--- src/rtl/multicycle_control.sv ---
// rtl/multicycle_control.sv - multicycle MIPS control FSM with memory req/ready handshake
//
// Sequences the shared datapath over several cycles per instruction.
// Ports:
//   clk, reset            rising-edge clock, synchronous active-high reset
//   opcode, funct         IR[31:26], IR[5:0]
//   zero                  ALU zero flag (same cycle)
//   mem_ready             memory completes the current access at this edge
//   mem_req/mem_write/iord  memory request, write, address select (1=ALUOut, 0=PC)
//   ir_write/pc_write/reg_write  register enables
//   alu_src_a/alu_src_b/alu_op   ALU operand selects and operation
//   pc_src/reg_dst/mem_to_reg    datapath mux selects
//   retire                one-cycle pulse in an instruction's last state
//   halted                illegal instruction seen
//   state                 current state (debug)
module multicycle_control (
  input  logic       clk,
  input  logic       reset,
  input  logic [5:0] opcode,
  input  logic [5:0] funct,
  input  logic       zero,
  input  logic       mem_ready,
  output logic       mem_req,
  output logic       mem_write,
  output logic       iord,
  output logic       ir_write,
  output logic       pc_write,
  output logic       reg_write,
  output logic       alu_src_a,
  output logic [2:0] alu_src_b,
  output logic [2:0] alu_op,
  output logic [1:0] pc_src,
  output logic [1:0] reg_dst,
  output logic [1:0] mem_to_reg,
  output logic       retire,
  output logic       halted,
  output logic [3:0] state
);

  // ALU operation codes; ADD is 0 so the all-zero reset/default vector means ADD.
  localparam logic [2:0] OP_ADD = 3'd0;
  localparam logic [2:0] OP_SUB = 3'd1;
  localparam logic [2:0] OP_AND = 3'd2;
  localparam logic [2:0] OP_OR  = 3'd3;
  localparam logic [2:0] OP_NOR = 3'd4;
  localparam logic [2:0] OP_SLT = 3'd5;
  localparam logic [2:0] OP_SLL = 3'd6;
  localparam logic [2:0] OP_SRL = 3'd7;

  localparam logic [3:0] FETCH  = 4'd0;
  localparam logic [3:0] DECODE = 4'd1;
  localparam logic [3:0] EXEC_R = 4'd2;
  localparam logic [3:0] EXEC_I = 4'd3;
  localparam logic [3:0] WB_ALU = 4'd4;
  localparam logic [3:0] ADDR   = 4'd5;
  localparam logic [3:0] MEM_RD = 4'd6;
  localparam logic [3:0] WB_MEM = 4'd7;
  localparam logic [3:0] MEM_WR = 4'd8;
  localparam logic [3:0] BRANCH = 4'd9;
  localparam logic [3:0] JUMP   = 4'd10;
  localparam logic [3:0] JAL    = 4'd11;
  localparam logic [3:0] HALT   = 4'd15;

  logic [3:0] state_q;
  logic [3:0] next_state;
  logic       r_legal;
  logic [2:0] r_op;

  assign state = state_q;

  always_ff @(posedge clk) begin
    if (reset) state_q <= FETCH;
    else       state_q <= next_state;
  end

  // R-type funct decode: legality and ALU operation.
  always_comb begin
    r_legal = 1'b1;
    r_op    = OP_ADD;
    case (funct)
      6'h00:   r_op = OP_SLL;
      6'h02:   r_op = OP_SRL;
      6'h20:   r_op = OP_ADD;
      6'h22:   r_op = OP_SUB;
      6'h24:   r_op = OP_AND;
      6'h25:   r_op = OP_OR;
      6'h27:   r_op = OP_NOR;
      6'h2A:   r_op = OP_SLT;
      default: r_legal = 1'b0;
    endcase
  end

  always_comb begin
    next_state = state_q;
    mem_req    = 1'b0;
    mem_write  = 1'b0;
    iord       = 1'b0;
    ir_write   = 1'b0;
    pc_write   = 1'b0;
    reg_write  = 1'b0;
    alu_src_a  = 1'b0;
    alu_src_b  = 3'd0;
    alu_op     = OP_ADD;
    pc_src     = 2'd0;
    reg_dst    = 2'd0;
    mem_to_reg = 2'd0;
    retire     = 1'b0;
    halted     = 1'b0;
    case (state_q)
      FETCH: begin
        mem_req   = 1'b1;
        alu_src_b = 3'd1;
        if (mem_ready) begin
          ir_write   = 1'b1;
          pc_write   = 1'b1;
          next_state = DECODE;
        end
      end
      DECODE: begin
        alu_src_b = 3'd4;
        case (opcode)
          6'h00:               next_state = r_legal ? EXEC_R : HALT;
          6'h08, 6'h0C, 6'h0D: next_state = EXEC_I;
          6'h23, 6'h2B:        next_state = ADDR;
          6'h04, 6'h05:        next_state = BRANCH;
          6'h02:               next_state = JUMP;
          6'h03:               next_state = JAL;
          default:             next_state = HALT;
        endcase
      end
      EXEC_R: begin
        alu_src_a  = 1'b1;
        alu_op     = r_op;
        next_state = WB_ALU;
      end
      EXEC_I: begin
        alu_src_a = 1'b1;
        case (opcode)
          6'h0C: begin alu_src_b = 3'd3; alu_op = OP_AND; end
          6'h0D: begin alu_src_b = 3'd3; alu_op = OP_OR;  end
          default: alu_src_b = 3'd2;
        endcase
        next_state = WB_ALU;
      end
      WB_ALU: begin
        reg_write  = 1'b1;
        reg_dst    = (opcode == 6'h00) ? 2'd1 : 2'd0;
        retire     = 1'b1;
        next_state = FETCH;
      end
      ADDR: begin
        alu_src_a  = 1'b1;
        alu_src_b  = 3'd2;
        next_state = (opcode == 6'h23) ? MEM_RD : MEM_WR;
      end
      MEM_RD: begin
        mem_req = 1'b1;
        iord    = 1'b1;
        if (mem_ready) next_state = WB_MEM;
      end
      WB_MEM: begin
        reg_write  = 1'b1;
        mem_to_reg = 2'd1;
        retire     = 1'b1;
        next_state = FETCH;
      end
      MEM_WR: begin
        mem_req   = 1'b1;
        mem_write = 1'b1;
        iord      = 1'b1;
        if (mem_ready) begin
          retire     = 1'b1;
          next_state = FETCH;
        end
      end
      BRANCH: begin
        alu_src_a  = 1'b1;
        alu_op     = OP_SUB;
        pc_src     = 2'd1;
        retire     = 1'b1;
        pc_write   = ((opcode == 6'h04) && zero) || ((opcode == 6'h05) && !zero);
        next_state = FETCH;
      end
      JUMP: begin
        pc_write   = 1'b1;
        pc_src     = 2'd2;
        retire     = 1'b1;
        next_state = FETCH;
      end
      JAL: begin
        pc_write   = 1'b1;
        pc_src     = 2'd2;
        reg_write  = 1'b1;
        reg_dst    = 2'd2;
        mem_to_reg = 2'd2;
        retire     = 1'b1;
        next_state = FETCH;
      end
      HALT: begin
        halted = 1'b1;
      end
      default: next_state = FETCH;
    endcase

    // Reset overrides every control output so an in-flight access is dropped
    // in the same cycle; the state register itself is cleared at the edge.
    if (reset) begin
      mem_req    = 1'b0;
      mem_write  = 1'b0;
      iord       = 1'b0;
      ir_write   = 1'b0;
      pc_write   = 1'b0;
      reg_write  = 1'b0;
      alu_src_a  = 1'b0;
      alu_src_b  = 3'd0;
      alu_op     = OP_ADD;
      pc_src     = 2'd0;
      reg_dst    = 2'd0;
      mem_to_reg = 2'd0;
      retire     = 1'b0;
      halted     = 1'b0;
    end
  end

endmodule

--- config.mk ---
export PLATFORM = sky130hd
export DESIGN_NAME = multicycle_control
export DESIGN_NICKNAME = d
export VERILOG_FILES = /design/src/rtl/multicycle_control.sv
export SDC_FILE = /design/constraint.sdc
export NUM_CORES = 1
export LEC_CHECK = 0
export BUFFER_PORTS_ARGS = -buffer_cell sky130_fd_sc_hd__buf_2
export CORE_AREA = 5 5 60 46
export CTS_BUF_LIST = sky130_fd_sc_hd__clkbuf_16
export DETAILED_ROUTE_END_ITERATION = 6
export DIE_AREA = 0 0 65 51
export PLACE_DENSITY = 0.87
export SYNTH_ARGS = -nofsm -noshare
export SYNTH_HDL_FRONTEND = slang
export SYNTH_SLANG_ARGS = --single-unit
--- constraint.sdc ---
create_clock -name clk -period 1.52 [get_ports clk]
set_input_delay 0.076 -clock clk [delete_from_list [all_inputs] [get_ports clk]]
set_output_delay 0.076 -clock clk [all_outputs]
set_load 0.01 [all_outputs]
After elaboration in Yosys (flattened, before gate mapping)
Cells that the tools add are included.
W data, S select, Z words.

cells by class
  equal/unequal tests = 31
  multiplexer cells = 41
  bitwise logic cells = 1
  reduce and logical (&&, ||, !) cells = 20

operators by type and width
  operator              count
  $eq A6 B6 Y1 const B  8
  $pmux W4 S7           1
  $pmux W4 S6           1
  $pmux W3 S7           1
  $eq A4 B4 Y1 const B  5
  $mux W1               20
  $mux W4               5
  $eq A6 B2 Y1 const B  3
  $eq A6 B4 Y1 const B  3
  $eq A4 B3 Y1 const B  4
  $pmux W2 S2           4
  $eq A6 B3 Y1 const B  2
  $logic_not A6 Y1      2
  $pmux W3 S4           1
  $reduce_or A2 Y1      6
  $pmux W3 S3           1
  $reduce_or A3 Y1      3
  $eq A4 B2 Y1 const B  2
  $reduce_or A8 Y1      1
  $mux W2               3
  $mux W3               2
  $ne A2 B2 Y1 const B  3
  $reduce_or A5 Y1      1
  $eq A4 B1 Y1 const B  1
  other kinds (9)       10

storage, ports and cells
  bits in registers = 4

Longest topological paths before layout
Gate-level depths: netlist (run 1).

  depth in word-level cells = 6
  gate-level depth with buffers = 6
  depth with buffers taken out = 5

Least setup slack after synthesis (run 1)
Ideal clock, no wire load.

  kind = reg-to-output
  from = reg state_q[0], in the netlist state[0]
  to = out alu_op[1]
  arrival = 1.638 ns
  required time = 1.444 ns
  slack = -0.194 ns
  cell stages (with the launch flop) = 5
  path buffers = 1
  cell sequence = dfxtp_1 > buf_2 > nor4_2 > o211ai_1 > a2111oi_0

between the ends
  cells in the longest elaborated chain, start to end = 3

ends and longest elaborated chain
  what                                                 RTL line  source
  from (decl)                                          64        logic [3:0] state_q;
  from (signal assigned)                               73        else state_q <= next_state;
  $eq A4 B4 Y1 / $eq A4 B2 Y1 (equally long branches)  109       case (state_q)
  $pmux W3 S3 *                                        109
  $mux W3 *                                            207       if (reset) begin
  to (decl)                                            31        output logic [2:0] alu_op,

Every way passes the cells marked *; elsewhere a longest branch is shown, timed or not.

Worst setup path in the final report (run 1)
  from = reg state_q[0], in the netlist state[0]
  to = out alu_op[0]

The elaborated chain is that of the path after synthesis.

==> results.sh, run 1 <==
export IMPL_fmaxAchievable_mhz=563
export IMPL_worst_r2r_cell_count=8
export IMPL_power_switching_uw=517
export IMPL_layout_common_cells="sky130_fd_sc_hd__buf_2 (40), sky130_fd_sc_hd__buf_4 (25), sky130_fd_sc_hd__nor2_1 (15)"
export IMPL_failing_checks="negative setup slack"
export IMPL_postSynthAreaPerCell_um2=6.39
export IMPL_crit_path_cell_trace="nor2b_4 > and3_4 > nand4_1 > o21a_1 > a2111oi_4 > buf_2"
export IMPL_ctsLongestPathBuffers=2
export IMPL_first_global_vias=1264
export IMPL_power_frac_clock=0.312
export IMPL_drc=0
export IMPL_post_dp_hpwl_mm=2.75
export IMPL_layout_filler_cells=151
export IMPL_cts_tree="done"
export IMPL_holdCritPathClass="in -> reg"
export IMPL_cts_made_buffers=3
export IMPL_cts_sink_count=4
export IMPL_pin_count_of_the_biggest_net_entering_global_routing=23
export IMPL_core_um2=2080
export IMPL_rsz0062_at_grt="yes"
export IMPL_overflow=0
export IMPL_htreeDepth=1
export IMPL_initial_core_util=0.457
export IMPL_critical_path_top_delay_family="compound AO/OA/AOI/OAI gates"
export IMPL_global_route_usage_total=0.227
export IMPL_synth_net_count=165
export IMPL_num_rows=14
export IMPL_cp_arrival_ps=1700
export IMPL_path_class="reg -> out"
export IMPL_final_antenna_net_count=0
export IMPL_hold_path_depth=4
export IMPL_post_drt_wl_per_cell_um=16.2
export IMPL_floorplan_io_pins=41
export IMPL_critical_path_max_stage_delay_ps=360
export IMPL_worst_endpoint_required_ps=1440
export IMPL_critical_path_buf_inv_count=1
export IMPL_cp_end_kind="output pin"
export IMPL_startpoint_type_of_the_worst_setup_path="flip-flop"
export IMPL_synth_cells=149
export IMPL_cts_root_buffer_cell="sky130_fd_sc_hd__clkbuf_16"
export IMPL_fp_dieH_um=51
export IMPL_p_leak_uw=0.000725
export IMPL_ratio_of_final_minimum_period_to_clock_period=1.17
export IMPL_antenna_found_initial=0
export IMPL_routed_via_density=6.16
export IMPL_cap_viol_max_count=0
export IMPL_cp_slowest_cell="sky130_fd_sc_hd__dfxtp_4"
export IMPL_dominantRegCellSynth="sky130_fd_sc_hd__dfxtp_1"
export IMPL_finalCriticalPeriod_ps=1780
export IMPL_worst_path_max_fanout=3
export IMPL_status="complete, but fails checks"
export IMPL_post_synth_num_cell_types=50
export IMPL_design_power_total_uw=1340
export IMPL_synth_async_reset_ratio=0
export IMPL_max_slew_margin=0.703
export IMPL_gpl_final_weighted_congestion=0.903
export IMPL_yosysSeqAreaShare=0.0841
export IMPL_worst_r2r_setup_slack_ps=-90
export IMPL_vdd_ir_drop_max_mv=0.724
export IMPL_finalSetupViolations=7
export IMPL_comb_power_share=0.567
export IMPL_hold_path_startpoint="opcode[3]"
export IMPL_clkSlewWorstSetupHoldPaths_ps=30
export IMPL_floorplan_die_width_um=65
export IMPL_regToRegStartpoint="state[0]"
export IMPL_finalWorstSetupSlack_ps=-256
export IMPL_io_buffers=40
export IMPL_clock_insertion_delay_at_the_later_pin_of_the_skew_report_ps=230
export IMPL_power_density_cell_area_nw_per_um2=852
export IMPL_largest_register_ff_count=4
export IMPL_internal_power_uw=822
export IMPL_timing_setup_tns_ps=-707
export IMPL_netlist_area_um2=952
export IMPL_grt_first_pass_wirelength_mm=5.87
export IMPL_detail_route_first_pass_iterations=4
export IMPL_drt_first_iter_violations=145
export IMPL_sw_frac_of_total=0.386
export IMPL_final_max_slew_violation_count=0
export IMPL_worst_slew_pin_transition_ps=434
export IMPL_finish_net_count=231
export IMPL_synth_yosys_warnings=0
export IMPL_detailroute_via_count=1460
export IMPL_postRouteWirelength_mm=3.84
export IMPL_total_inserted_antenna_cells=0
export IMPL_synth_edf_count=0
export IMPL_capturing_point_of_the_worst_reg2reg_path="state[3]"
export IMPL_pwr_share_seq=0.121
export IMPL_cts_hold_repair_buffers=0
export IMPL_area_growth_synth_to_final_pct=65.0
export IMPL_fin_worst_skew_ps=1.94
export IMPL_layout_commonest_cell="sky130_fd_sc_hd__buf_2"
export IMPL_whs_endpoint="state[3]"
export IMPL_final_hold_violation_count=0
export IMPL_synth_ff_latch_count=4
export IMPL_post_route_cells_drive_above_1_share=0.474
export IMPL_dieArea_um2=3320
==> power groups by stage <==
stage	Clock [uW]	Combinational (uW)	Sequential [uW]
after floorplan	0	355	151
after global placement	0	635	144
after detailed placement	0	641	148
after CTS	417	665	155
after global routing	425	816	165
final	418	759	162
==> stage by stage <==
step / setup WS, ps / util / hold WS, ps / std cells / instance area [um^2]
2_1_floorplan: 13.9 / - / 207 / 149 / 980
3_3_place_gp: -34.4 / 0.647 / 493 / 228 / 1350
3_5_place_dp: -120 / 0.647 / 525 / 228 / 1350
4_1_cts: -245 / 0.702 / 287 / 232 / 1460
5_1_grt: -308 / 0.754 / 302 / 237 / 1570
6_report: -256 / 0.754 / 280 / 237 / 1570
==> layout make-up <==
class / count / area (um^2) / share of cell area
clock buffer: 3 / 75.1 / 0.0478
inverter: 7 / 28.8 / 0.0183
multi-input combinational: 127 / 872 / 0.555
tap: 24 / 30.0 / 0.0191
timing repair buffer: 72 / 470 / 0.299
sequential: 4 / 95.1 / 0.0605
==> worst max-delay path by stage <==
stage	depth (start not counted)	to	startpoint	slack (ps)
2_1_floorplan	5	alu_op[0]	state[0]	10
3_3_place_gp	5	alu_op[1]	state[1]	-30
3_5_place_dp	5	alu_op[1]	state[1]	-120
4_1_cts	6	alu_op[0]	state[0]	-240
5_1_grt	6	alu_op[0]	state[0]	-310
6_report	6	alu_op[0]	state[0]	-260
==> synth_stat cells, types with 2 or more instances <==
cell,count,area [um^2]
sky130_fd_sc_hd__nand2_1,11,41.3
sky130_fd_sc_hd__and3_1,4,25.0
sky130_fd_sc_hd__nor4_1,3,18.8
sky130_fd_sc_hd__nand2b_1,7,43.8
sky130_fd_sc_hd__o21a_1,3,22.5
sky130_fd_sc_hd__buf_4,2,15.0
sky130_fd_sc_hd__a21oi_1,10,50.1
sky130_fd_sc_hd__a21boi_0,2,15.0
sky130_fd_sc_hd__xor2_1,3,26.3
sky130_fd_sc_hd__a2111oi_2,2,30.0
sky130_fd_sc_hd__dfxtp_1,4,80.1
sky130_fd_sc_hd__a31oi_1,3,18.8
sky130_fd_sc_hd__clkbuf_1,2,7.51
sky130_fd_sc_hd__a2111oi_0,2,17.5
sky130_fd_sc_hd__nor2b_1,4,25.0
sky130_fd_sc_hd__nand3_1,7,35.0
sky130_fd_sc_hd__nand4_1,2,12.5
sky130_fd_sc_hd__o22ai_1,2,12.5
sky130_fd_sc_hd__a211o_1,3,26.3
sky130_fd_sc_hd__o21ai_0,8,40.0
sky130_fd_sc_hd__nor2_1,18,67.6
sky130_fd_sc_hd__inv_1,6,22.5
sky130_fd_sc_hd__nor3_1,9,45.0
sky130_fd_sc_hd__buf_2,6,30.0
==> logic make-up after synthesis <==
family | synth area share
xor+xnor | 0.0368
simple gates | 0.438
buf+inv | 0.0867
flops | 0.0841
compound gates | 0.344
mux | 0.0105
==> tightest hold or removal path, cell delays in order <==
cell	delay (ps)
sky130_fd_sc_hd__buf_2	140
sky130_fd_sc_hd__nor2_1	60
sky130_fd_sc_hd__o21ai_0	90
sky130_fd_sc_hd__a31oi_1	90
==> metal layers <==
metal / global-route usage / vias up / wire length, um
met5: 0 / - / 0
met4: 0.105 / 0 / 80
met3: 0.0461 / 10 / 400
met2: 0.379 / 89 / 1750
met1: 0.283 / 678 / 1610
li1: - / 683 / -
==> timing repair <==
action / CTS / global route
endpoints found under the setup margin: 11 / 18
pin swaps: 5 / 9
resized for setup: 10 / 21
hold endpoints to repair: 0 / 0
setup buffers: 1 / 6
No activity file was read; power rests on OpenSTA's default activity.
==> run 2: changes to the inputs <==
--- a/config.mk
+++ b/config.mk
@@ -6,11 +6,11 @@
 export NUM_CORES = 1
 export LEC_CHECK = 0
 export BUFFER_PORTS_ARGS = -buffer_cell sky130_fd_sc_hd__buf_2
-export CORE_AREA = 5 5 60 46
+export CORE_AREA = 5 5 69 52
 export CTS_BUF_LIST = sky130_fd_sc_hd__clkbuf_16
 export DETAILED_ROUTE_END_ITERATION = 6
-export DIE_AREA = 0 0 65 51
-export PLACE_DENSITY = 0.87
+export DIE_AREA = 0 0 74 57
+export PLACE_DENSITY = 0.7
 export SYNTH_ARGS = -nofsm -noshare
 export SYNTH_HDL_FRONTEND = slang
 export SYNTH_SLANG_ARGS = --single-unit
==> run 2 against run 1 <==
The run still ends with negative setup slack left. Die area is 27% higher. Sequential share of layout area is 0.97 points lower. First-iteration DRC count is 7.6% lower. Clock power hardly changed. Count of clock-buffer cells in the layout stayed put. Wire length is 5.7% higher. Final cell count is 11% higher. Fmax is 0.18% lower. Utilization is 15 points lower. Global-route usage is 4.1 points lower. Clock skew hardly changed. Critical path type unchanged. Critical endpoint is now retire. Largest cell class unchanged.
==> results.sh, run 2 (synthesis gave the netlist of run 1 again) <==
export IMPL_io_buffers=40
export IMPL_finalCriticalPeriod_ps=1780
export IMPL_htreeDepth=1
export IMPL_fp_dieH_um=57
export IMPL_cell_area_reported_after_detailed_placement_um2=1390
export IMPL_clock_insertion_delay_at_the_later_pin_of_the_skew_report_ps=230
export IMPL_routed_via_density=5.47
export IMPL_drt_first_iter_violations=134
export IMPL_rsz0062_at_grt="yes"
export IMPL_final_instance_count_excl_fill=262
export IMPL_area_growth_synth_to_final_pct=86.3
export IMPL_storage_element_area_um2=90.1
export IMPL_timing_critical_path_mode_cell="sky130_fd_sc_hd__buf_6"
export IMPL_holdCritPathClass="in -> reg"
export IMPL_grt_first_pass_wirelength_mm=6.26
export IMPL_status="complete, but fails checks"
export IMPL_cts_sink_count=4
export IMPL_cp_end_kind="output pin"
export IMPL_drc=0
export IMPL_route_layer_met1_wl_mm=1.88
export IMPL_critical_path_max_stage_delay_ps=360
export IMPL_overflow=0
export IMPL_cts_made_buffers=3
export IMPL_worst_slew_pin_transition_ps=497
export IMPL_failing_checks="negative setup slack"
export IMPL_post_dp_hpwl_mm=2.76
export IMPL_cp_slowest_cell="sky130_fd_sc_hd__dfxtp_4"
export IMPL_pin_count_of_the_biggest_net_entering_global_routing=23
export IMPL_path_class="reg -> out"
export IMPL_num_rows=17
export IMPL_global_route_usage_total=0.186
export IMPL_numPlacedInstances=245
export IMPL_ratio_of_final_minimum_period_to_clock_period=1.17
export IMPL_detailroute_via_count=1433
export IMPL_top_layer="met4"
export IMPL_cts_tree="done"
export IMPL_worst_endpoint_required_ps=1440
export IMPL_floorplan_io_pins=41
export IMPL_antenna_found_initial=0
export IMPL_final_antenna_net_count=0
export IMPL_cp_arrival_ps=1700
export IMPL_max_slew_margin=0.669
export IMPL_met3WireLength_um=280
export IMPL_final_hold_violation_count=0
export IMPL_cap_viol_max_count=0
export IMPL_core_um2=2960
export IMPL_post_route_cells_drive_above_1_share=0.531
export IMPL_ctsLongestPathBuffers=2
export IMPL_floorplan_die_width_um=74
export IMPL_fin_worst_skew_ps=2.20
export IMPL_first_global_vias=1327
export IMPL_layout_filler_cells=260
export IMPL_design_power_total_uw=1490
export IMPL_finalSetupViolations=22
export IMPL_vdd_ir_drop_max_mv=0.638
export IMPL_fmaxAchievable_mhz=562
export IMPL_cts_hold_repair_buffers=0
export IMPL_largest_register_ff_count=4
export IMPL_post_drt_wl_per_cell_um=15.5
export IMPL_power_density_cell_area_nw_per_um2=838
export IMPL_clkSlewWorstSetupHoldPaths_ps=30
export IMPL_dieArea_um2=4220
export IMPL_gpl_final_weighted_congestion=0.881
export IMPL_finalWorstSetupSlack_ps=-259
export IMPL_critical_path_top_delay_family="buffers and inverters"
export IMPL_finish_net_count=242
export IMPL_routed_wl_met2_mm=1.83
export IMPL_detail_route_first_pass_iterations=4
export IMPL_critical_path_buf_inv_count=6
export IMPL_layout_common_cells="sky130_fd_sc_hd__buf_2 (39), sky130_fd_sc_hd__buf_4 (29), sky130_fd_sc_hd__nor2_1 (13), sky130_fd_sc_hd__buf_6 (13), sky130_fd_sc_hd__nand2_1 (10)"
export IMPL_worst_path_max_fanout=7
export IMPL_p_leak_uw=0.000797
export IMPL_layout_commonest_cell="sky130_fd_sc_hd__buf_2"
export IMPL_fin_worst_hold_slack_ps=258
export IMPL_crit_path_cell_trace="buf_4 > buf_6 > buf_6 > buf_6 > buf_8 > a211o_1 > a21oi_2 > buf_2"
export IMPL_total_inserted_antenna_cells=0
export IMPL_final_max_slew_violation_count=0
export IMPL_postRouteWirelength_mm=4.06
export IMPL_initial_core_util=0.322
export IMPL_startpoint_type_of_the_worst_setup_path="flip-flop"
export IMPL_area_of_combinational_cells_with_multiple_inputs_um2=941
export IMPL_cts_root_buffer_cell="sky130_fd_sc_hd__clkbuf_16"
export IMPL_post_route_cell_area_um2=1770
==> run 2: cell type report <==
class,count,share of cell area
Clock buffer,3,0.0423
Inverter,7,0.0176
Multi-Input combinational cell,127,0.530
Sequential cell,4,0.0508
Tap cell,38,0.0268
Timing Repair Buffer,83,0.332
==> run 2: worst paths after layout <==
kind / start / to / slack (ps) / depth (start not counted)
min: opcode[3] / state[3] / 260 / 4
max reg2reg: state[2] / state[3] / -200 / 10
min reg2reg: state[2] / state[3] / 840 / 5
max: state[2] / retire / -260 / 8
==> run 2: through the flow <==
stage          utilization  worst slack (ps)  TNS, ps
2_1_floorplan            -              13.9        0
3_3_place_gp         0.470             -26.2    -36.0
3_5_place_dp         0.470             -71.4     -101
4_1_cts              0.560              -247    -1280
5_1_grt              0.600              -342    -4770
6_report             0.600              -259    -3270
==> run 2: repair_timing <==
action,CTS,global route
endpoints found under the setup margin,13,24
pin swaps,10,11
buffers inserted,11,5
resized for setup,30,25
hold endpoints to repair,0,0
==> run 2: power by group <==
part	internal, uW	switching [uW]
clock	337	79.5
sequential	126	23.7
combinational	453	467
==> run 2: worst reg2reg max path, stage by stage (launching register included) <==
cell	delay, ps
sky130_fd_sc_hd__dfxtp_4	380
sky130_fd_sc_hd__buf_4	120
sky130_fd_sc_hd__buf_6	90
sky130_fd_sc_hd__buf_6	90
sky130_fd_sc_hd__buf_6	110
sky130_fd_sc_hd__buf_6	110
sky130_fd_sc_hd__nand3_4	80
sky130_fd_sc_hd__buf_4	150
sky130_fd_sc_hd__o221a_4	250
sky130_fd_sc_hd__a21o_1	150
sky130_fd_sc_hd__a31oi_1	120
==> run 2: routing by layer <==
metal  vias up  global-route usage
li1        705                   -
met1       662               0.278
met2        56               0.258
met3        10              0.0423
met4         0              0.0646
met5         -                   0
==> run 3: changes to the inputs <==
--- a/config.mk
+++ b/config.mk
@@ -6,10 +6,11 @@
 export NUM_CORES = 1
 export LEC_CHECK = 0
 export BUFFER_PORTS_ARGS = -buffer_cell sky130_fd_sc_hd__buf_2
-export CORE_AREA = 5 5 69 52
+export CORE_AREA = 3 3 67 50
 export CTS_BUF_LIST = sky130_fd_sc_hd__clkbuf_16
+export CTS_CLUSTER_SIZE = 20
 export DETAILED_ROUTE_END_ITERATION = 6
-export DIE_AREA = 0 0 74 57
+export DIE_AREA = 0 0 70 53
 export PLACE_DENSITY = 0.7
 export SYNTH_ARGS = -nofsm -noshare
 export SYNTH_HDL_FRONTEND = slang
==> run 3 against run 2 <==
The flow still finishes with violations (negative setup slack). Sequential share of layout area up 0.69 points. First-iteration DRC count down 37%. Clock skew barely moved. Fmax grew 3.1%. Die area down 12%. Via count decreased by 3.6%. Global-route usage is 0.077 points lower. Final cell count fell by 3.8%.
==> results.sh, run 3 (synthesis gave the netlist of run 1 again) <==
export IMPL_fmaxAchievable_mhz=580
export IMPL_cts_root_buffer_cell="sky130_fd_sc_hd__clkbuf_16"
export IMPL_total_inserted_antenna_cells=0
export IMPL_postRouteWirelength_mm=3.44
export IMPL_pwr_share_seq=0.120
export IMPL_first_global_vias=1221
export IMPL_rsz0062_at_grt="yes"
export IMPL_ctsLongestPathBuffers=2
export IMPL_final_antenna_net_count=0
export IMPL_core_um2=2760
export IMPL_timing_setup_tns_ps=-590
export IMPL_cts_made_buffers=3
export IMPL_clkSlewWorstSetupHoldPaths_ps=30
export IMPL_startpoint_type_of_the_worst_setup_path="flip-flop"
export IMPL_finalSetupViolations=6
export IMPL_htreeDepth=1
export IMPL_clock_insertion_delay_at_the_later_pin_of_the_skew_report_ps=230
export IMPL_finalWorstSetupSlack_ps=-205
export IMPL_dieArea_um2=3710
export IMPL_routed_via_density=5.48
export IMPL_worst_path_max_fanout=4
export IMPL_ratio_of_final_minimum_period_to_clock_period=1.13
export IMPL_overflow=0
export IMPL_detail_route_first_pass_iterations=4
export IMPL_cts_tree="done"
export IMPL_layout_commonest_cell="sky130_fd_sc_hd__buf_2"
export IMPL_post_dp_hpwl_mm=2.66
export IMPL_cts_sink_count=4
export IMPL_hold_path_depth=4
export IMPL_final_max_slew_violation_count=0
export IMPL_drt_first_iter_violations=84
export IMPL_area_growth_synth_to_final_pct=68.6
export IMPL_cap_viol_max_count=0
export IMPL_cp_num_cells=6
export IMPL_status="complete, but fails checks"
export IMPL_worst_slew_pin_transition_ps=513
export IMPL_p_leak_uw=0.000731
export IMPL_cp_end_kind="output pin"
export IMPL_grt_first_pass_wirelength_mm=5.53
export IMPL_io_buffers=40
export IMPL_global_route_usage_total=0.185
export IMPL_area_of_combinational_cells_with_multiple_inputs_um2=885
export IMPL_power_density_cell_area_nw_per_um2=816
export IMPL_path_class="reg -> out"
export IMPL_global_route_peak_usage_layer="met2"
export IMPL_finalCriticalPeriod_ps=1720
export IMPL_power_frac_clock=0.318
export IMPL_final_instance_count_excl_fill=252
export IMPL_post_route_cell_area_um2=1610
export IMPL_final_hold_violation_count=0
export IMPL_numPlacedInstances=245
export IMPL_initial_core_util=0.345
export IMPL_pin_count_of_the_biggest_net_entering_global_routing=23
export IMPL_post_drt_wl_per_cell_um=13.6
export IMPL_largest_register_ff_count=4
export IMPL_cell_area_reported_after_detailed_placement_um2=1400
export IMPL_fin_worst_skew_ps=1.72
export IMPL_layout_common_cells="sky130_fd_sc_hd__buf_2 (40), sky130_fd_sc_hd__buf_4 (30), sky130_fd_sc_hd__nor2_1 (15)"
export IMPL_critical_path_max_stage_delay_ps=360
export IMPL_internal_power_uw=810
export IMPL_worst_endpoint_required_ps=1440
export IMPL_comb_power_share=0.562
export IMPL_vdd_ir_drop_max_mv=0.407
export IMPL_worst_r2r_cell_count=7
export IMPL_finish_net_count=234
export IMPL_holdCritPathClass="in -> reg"
export IMPL_floorplan_die_width_um=70
export IMPL_drc=0
export IMPL_critical_path_buf_inv_count=1
export IMPL_layout_filler_cells=260
export IMPL_critical_path_top_delay_family="compound AO/OA/AOI/OAI gates"
export IMPL_post_route_cells_drive_above_1_share=0.468
export IMPL_power_switching_uw=499
export IMPL_grtUsageMet2=0.277
export IMPL_gpl_final_weighted_congestion=0.929
export IMPL_antenna_found_initial=0
export IMPL_storage_element_area_um2=92.6
export IMPL_num_rows=16
export IMPL_floorplan_io_pins=41
export IMPL_globalRouteMet1Util=0.261
export IMPL_sw_frac_of_total=0.381
export IMPL_cp_arrival_ps=1650
export IMPL_crit_path_cell_trace="nor2b_4 > and3_1 > nand4_1 > o21a_1 > a2111oi_4 > buf_2"
export IMPL_met3_usage=0.0493
export IMPL_failing_checks="negative setup slack"
export IMPL_cp_slowest_cell="sky130_fd_sc_hd__dfxtp_4"
export IMPL_fp_dieH_um=53
export IMPL_design_power_total_uw=1310
export IMPL_detailroute_via_count=1381
export IMPL_max_slew_margin=0.649
## run 3: repair_timing
item | in CTS | in global routing
endpoints found under the setup margin | 15 | 18
buffers inserted | 0 | 4
gates cloned | 0 | 0
resized for setup | 14 | 12
pin swaps | 3 | 6
endpoints found under the hold margin | 0 | 0
hold buffers | 0 | 0
## run 3: final timing paths
| kind | startpoint | to | slack, ps |
|---|---|---|---|
| setup reg to reg | state[0] | state[3] | -40 |
| hold reg to reg | state[1] | state[3] | 790 |
| setup / recovery | state[0] | alu_op[0] | -200 |
| hold / removal | opcode[5] | state[0] | 330 |
## run 3: layer usage
layer	wire (um)	share of wire
met3	297	0.086
met5	0	0
met2	1430	0.42
met1	1680	0.49
met4	23	0.0067
## run 3: tightest hold or removal path, cell delays in order
cell	delay (ps)
sky130_fd_sc_hd__buf_2	170
sky130_fd_sc_hd__a2111oi_4	50
sky130_fd_sc_hd__o221ai_1	70
sky130_fd_sc_hd__and3b_1	160
## run 3: layout make-up
cell class / count / area share
clock buffers: 3 / 0.0468
flip-flops and latches: 4 / 0.0577
inverters: 7 / 0.0164
multi-input cells: 127 / 0.551
well taps: 36 / 0.0281
repair buffers: 75 / 0.300
## run 3: power groups by stage
stage / logic, uW / clock network [uW] / registers, uW
after global routing: 802 / 433 / 161
after detailed placement: 636 / 0 / 149
after global placement: 635 / 0 / 147
final: 736 / 416 / 158
after CTS: 671 / 415 / 157
after floorplan: 355 / 0 / 151
## run 3: stage by stage
step | utilization | worst slack, ps | hold slack [ps]
finish | 0.581 | -205 | 326
global route | 0.581 | -296 | 361
CTS | 0.554 | -240 | 304
detailed placement | 0.507 | -63.5 | 535
global placement | 0.507 | -16.6 | 533
floorplan | - | 13.9 | 207
